--- config.mk ---
export PLATFORM = sky130hd
export DESIGN_NAME = hours_counter
export DESIGN_NICKNAME = d
export VERILOG_FILES = /design/src/rtl/hours_counter.sv
export SDC_FILE = /design/constraint.sdc
export NUM_CORES = 1
export LEC_CHECK = 0
export BUFFER_PORTS_ARGS = -buffer_cell sky130_fd_sc_hd__buf_2
export CAP_MARGIN = 15
export CORE_AREA = 2 2 39 41
export CTS_CLUSTER_SIZE = 12
export DETAILED_ROUTE_END_ITERATION = 6
export DIE_AREA = 0 0 41 43
export PLACE_DENSITY = 0.7
export SYNTH_ARGS = -nofsm -noshare
export SYNTH_HDL_FRONTEND = slang
export SYNTH_SLANG_ARGS = --single-unit
--- constraint.sdc ---
create_clock -name clkMSec -period 1.7 [get_ports clkMSec]
set_clock_uncertainty 0.15 [all_clocks]
set_input_delay 0.34 -clock clkMSec [delete_from_list [all_inputs] [get_ports clkMSec]]
set_output_delay 0.34 -clock clkMSec [all_outputs]
set_load 0.02 [all_outputs]
--- src/rtl/hours_counter.sv ---
// Hours stage of the digital clock: BCD hour digits plus AM/PM, 12-hour or 24-hour mode.
// Optional hourly chime is compiled in when HOURS_CHIME_EN is defined.
module hours_counter #(
    parameter int unsigned MODE24       = 0,
    parameter int unsigned CHIME_CYCLES = 500
) (
    input  logic       clkMSec,
    input  logic       reset,
    input  logic       changeHour,
    input  logic       incHour,
    output logic       changeDay,
    output logic [1:0] hourMSB,
    output logic [3:0] hourLSB,
    output logic       pm,
    output logic       chime
);

    typedef enum logic [1:0] {StIdle, StCheck, StInc, StWrap} state_e;

    localparam logic [1:0] LastMsb = (MODE24 != 0) ? 2'd2 : 2'd1;
    localparam logic [3:0] LastLsb = (MODE24 != 0) ? 4'd3 : 4'd2;
    localparam logic [1:0] RstMsb  = (MODE24 != 0) ? 2'd0 : 2'd1;
    localparam logic [3:0] RstLsb  = (MODE24 != 0) ? 4'd0 : 4'd2;

    state_e     state_q, state_d;
    logic       src_q, src_d;
    logic [1:0] msb_q, msb_d;
    logic [3:0] lsb_q, lsb_d;
    logic       pm_q, pm_d;
    logic       day_q, day_d;

    always_ff @(posedge clkMSec) begin
        if (reset) begin
            state_q <= StIdle;
            src_q   <= 1'b0;
            msb_q   <= RstMsb;
            lsb_q   <= RstLsb;
            pm_q    <= 1'b0;
            day_q   <= 1'b0;
        end else begin
            state_q <= state_d;
            src_q   <= src_d;
            msb_q   <= msb_d;
            lsb_q   <= lsb_d;
            pm_q    <= pm_d;
            day_q   <= day_d;
        end
    end

    always_comb begin
        state_d = state_q;
        src_d   = src_q;
        msb_d   = msb_q;
        lsb_d   = lsb_q;
        pm_d    = pm_q;
        day_d   = 1'b0;
        unique case (state_q)
            StIdle: begin
                if (changeHour || incHour) begin
                    state_d = StCheck;
                    src_d   = changeHour;
                end
            end
            StCheck: begin
                state_d = (msb_q == LastMsb && lsb_q == LastLsb) ? StWrap : StInc;
            end
            StInc: begin
                state_d = StIdle;
                if (lsb_q == 4'd9) begin
                    msb_d = msb_q + 2'd1;
                    lsb_d = 4'd0;
                end else begin
                    lsb_d = lsb_q + 4'd1;
                end
                if (MODE24 != 0) begin
                    pm_d = (msb_d == 2'd2) || (msb_d == 2'd1 && lsb_d >= 4'd2);
                end else if (msb_q == 2'd1 && lsb_q == 4'd1) begin
                    // 11 -> 12: PM to AM here is midnight in 12-hour mode
                    pm_d  = ~pm_q;
                    day_d = src_q & pm_q;
                end
            end
            StWrap: begin
                state_d = StIdle;
                msb_d   = 2'd0;
                if (MODE24 != 0) begin
                    lsb_d = 4'd0;
                    pm_d  = 1'b0;
                    day_d = src_q;
                end else begin
                    lsb_d = 4'd1;
                end
            end
            default: state_d = StIdle;
        endcase
    end

    assign changeDay = day_q;
    assign hourMSB   = msb_q;
    assign hourLSB   = lsb_q;
    assign pm        = pm_q;

`ifdef HOURS_CHIME_EN
    localparam logic [9:0] ChimeLoad = 10'(CHIME_CYCLES);

    logic       hour_tick;
    logic [9:0] chime_cnt_q, chime_cnt_d;
    logic       chime_q;

    // INC and WRAP are the cycles whose closing edge writes new digits
    assign hour_tick = (state_q == StInc) || (state_q == StWrap);

    always_comb begin
        chime_cnt_d = chime_cnt_q;
        if (chime_cnt_q != 10'd0) begin
            chime_cnt_d = chime_cnt_q - 10'd1;
        end
        if (hour_tick && src_q) begin
            chime_cnt_d = ChimeLoad;
        end
    end

    always_ff @(posedge clkMSec) begin
        if (reset) begin
            chime_cnt_q <= 10'd0;
            chime_q     <= 1'b0;
        end else begin
            chime_cnt_q <= chime_cnt_d;
            chime_q     <= (chime_cnt_d != 10'd0);
        end
    end

    assign chime = chime_q;
`else
    assign chime = 1'b0;
`endif

endmodule

==> results.toml <==
[finish]
syn_to_final_growth_pct = 14.3
nNetsFinal = 75
instances_no_fill = 85
drive_above_1_share_pct = 29.0
fill_cells = 146
layout_common_cells = "dfxtp_1 (11), buf_2 (11), nor2_1 (5)"
multi_input_area_um2 = 290
seqCellArea_um2 = 220
n_antenna_cell = 0
design_area_um2 = 631

[clock_tree]
clkSinkCount = 11
clk_pin_slew_ns = 0.07
clockRootBuffer = "clkbuf_4"
cts_tree = "done"
cts_resized = 0
ctsHoldBuffers = 0
cts_max_path_buffers = 2
clk_latency_ns = 0.27
cts_buffers = 3
cts_setup_buffers = 0
h-tree-depth = 1

[job]
cap_violations = 0

[floorplanning]
die_y_um = 43
die_area_um2 = 1760
core_um2 = 1380
pin_count = 13
rows = 14
die_w_um = 41
start_util_pct = 39.9

[synthesis]
ys_ff_latch = 11
avgSynthCellArea_um2 = 9.68
yosysUniqueCellTypes = 31
synth_nets = 62
synth_warnings = 0
postSynthCellCount = 57
synth_area_um2 = 552
yosysSeqAreaShare_pct = 39.9

[drt]
drt-total-wl_um = 1050
drtAntennaViolNets = 0
via_per_inst = 5.21
wire_per_inst_um = 12.3
drt_iter0_markers = 5
dr.pass1.iters = 4
drcViolationCount = 0
vias = 443

[global_routing]
antenna_found_initial = 0
grt_pass1_wl_um = 1690
grt_usage_pct = 14.2
grt_max_degree = 13
grt_pass1_vias = 408
grt_overflow = 0

[min_path]
worstHoldEndpoint = "state_q[0]$_SDFFE_PP0P_"
hp-class = "input pin to flip-flop"
hp-start = "incHour"
whs_path_depth = 2

[sta]
drv_slew = 0
clock.fmax_mhz = 672
finalSetupViolCount = 0
fin_crit_sh_pct = 87.6
rsz0062_at_grt = "no"
fin_crit_ns = 1.49
hold_viol = 0
fin_setup_tns_ns = 0

[critical_path]
rr_endpoint = "pm$_SDFFE_PP0P_"
startpoint_type = "flip-flop"
path_cells = "buf_2"
cp_num_buf_inv = 1
r2r_start = "hourLSB[0]$_SDFFE_PP0N_"
cp_top_family = "flip-flops"
rr_worst_depth = 3
setup.worst_path.end_class = "output port"
arrival_ns = 1.00
timing_worst_setup_path_type = "flip-flop to output port"
worstPathRequired_ns = 1.21
r2r_setup_slack_ns = 0.21
crit_fanout = 8
slowest_delay_ns = 0.50
crit_path_top_delay_cell = "dfxtp_1"

[pwr]
powerDensity_nw_per_um2 = 850
vdd_drop_max_mv = 0.334
power_leakage_nw = 0.271

[status]
status = "completed"

[placed_design]
dpl.cell_count = 81
hpwl_um = 723
post_dp_cell_area_um2 = 604
port_buffers = 11
place.gp.congestion = 0.672
==> how the worst max path moves through the flow <==
stage	startpoint	to	slack (ns)	cells past startpoint
after floorplan	hourMSB[0]$_SDFFE_PP1P_	pm$_SDFFE_PP0P_	0.18	4
after global placement	state_q[0]$_SDFFE_PP0P_	pm$_SDFFE_PP0P_	0.25	3
after detailed placement	state_q[0]$_SDFFE_PP0P_	pm$_SDFFE_PP0P_	0.22	3
after CTS	state_q[0]$_SDFFE_PP0P_	pm$_SDFFE_PP0P_	0.20	3
after global routing	hourLSB[0]$_SDFFE_PP0N_	pm$_SDFFE_PP0P_	0.13	3
final	hourLSB[0]$_SDFFE_PP0N_	hourLSB[0]	0.21	1
==> registers in the layout, summed over array words and instances, names as in the netlist <==
| signal | flops |
|---|---|
| state_q | 2 |
| changeDay | 1 |
| src_q | 1 |
| pm | 1 |
| hourMSB | 2 |
| hourLSB | 4 |
==> layout make-up <==
class / count / share of cell area, %
clock buffers: 4 / 4.17
well taps: 16 / 3.17
multi-input cells: 39 / 46.0
flip-flops and latches: 11 / 34.9
repair buffers: 12 / 9.92
inverters: 3 / 1.79
==> synthesized netlist by cell type, drive strengths merged <==
master / count / area share (%)
conb: 1 / 0.68
nor3: 4 / 3.6
o211ai: 1 / 1.4
mux2: 1 / 2.0
o41ai: 2 / 3.2
inv: 3 / 2.0
a211o: 1 / 1.6
and2: 1 / 1.4
nand2: 2 / 1.4
and3: 1 / 1.1
nand2b: 3 / 3.4
or3b: 1 / 1.6
a21bo: 1 / 1.8
o311a: 1 / 2.0
ha: 1 / 2.3
o21a: 1 / 1.4
a21oi: 2 / 1.8
nand4bb: 1 / 5.0
nor2b: 1 / 1.1
and4bb: 1 / 2.3
dfxtp: 11 / 40
nand3: 1 / 0.91
o32a: 1 / 1.8
nand4: 1 / 1.1
nor2: 5 / 3.4
nor4: 1 / 2.3
o21ai: 1 / 0.91
clkbuf: 1 / 0.68
buf: 3 / 4.8
xor2: 2 / 3.2
==> layer usage <==
metal	share of wire (%)	up-vias	global-route usage (%)
met5	0	-	0
met3	3.2	2	3.14
met2	44	10	18.1
met4	1.8	0	10.0
met1	51	204	20.3
li1	-	227	-
==> power by group <==
group / total, W / internal [W] / switching [W]
registers: 0.000292 / 0.000271 / 0.0000211
clock network: 0.000179 / 0.0000909 / 0.0000882
logic: 0.0000653 / 0.0000308 / 0.0000345
total: 0.000536 / 0.000392 / 0.000144
==> kinds of logic (layout without fill, tap and decap cells) <==
logic type / after synthesis / count (layout) / synth area share, %
AOI/OAI and AO/OA: 11 / 11 / 15.9
xor gates and xnor gates: 2 / 2 / 3.18
adders and majority gates: 1 / 1 / 2.27
buffers and inverters: 7 / 19 / 7.48
DFF: 11 / 11 / 39.9
muxes: 1 / 1 / 2.04
other: 1 / 1 / 0.680
and+or+nand+nor: 23 / 23 / 28.6
==> through the flow <==
step                power [W]  util (%)  worst slack (ns)  hold WS, ns
detailed placement   0.000363      43.7             0.223        0.335
finish               0.000536      45.6             0.211        0.175
global placement     0.000361      43.7             0.249        0.322
global route         0.000565      45.6             0.128        0.180
CTS                  0.000542      45.6             0.205        0.170
floorplan            0.000351         -             0.177        0.293
Power figures use the tool's default switching activity.
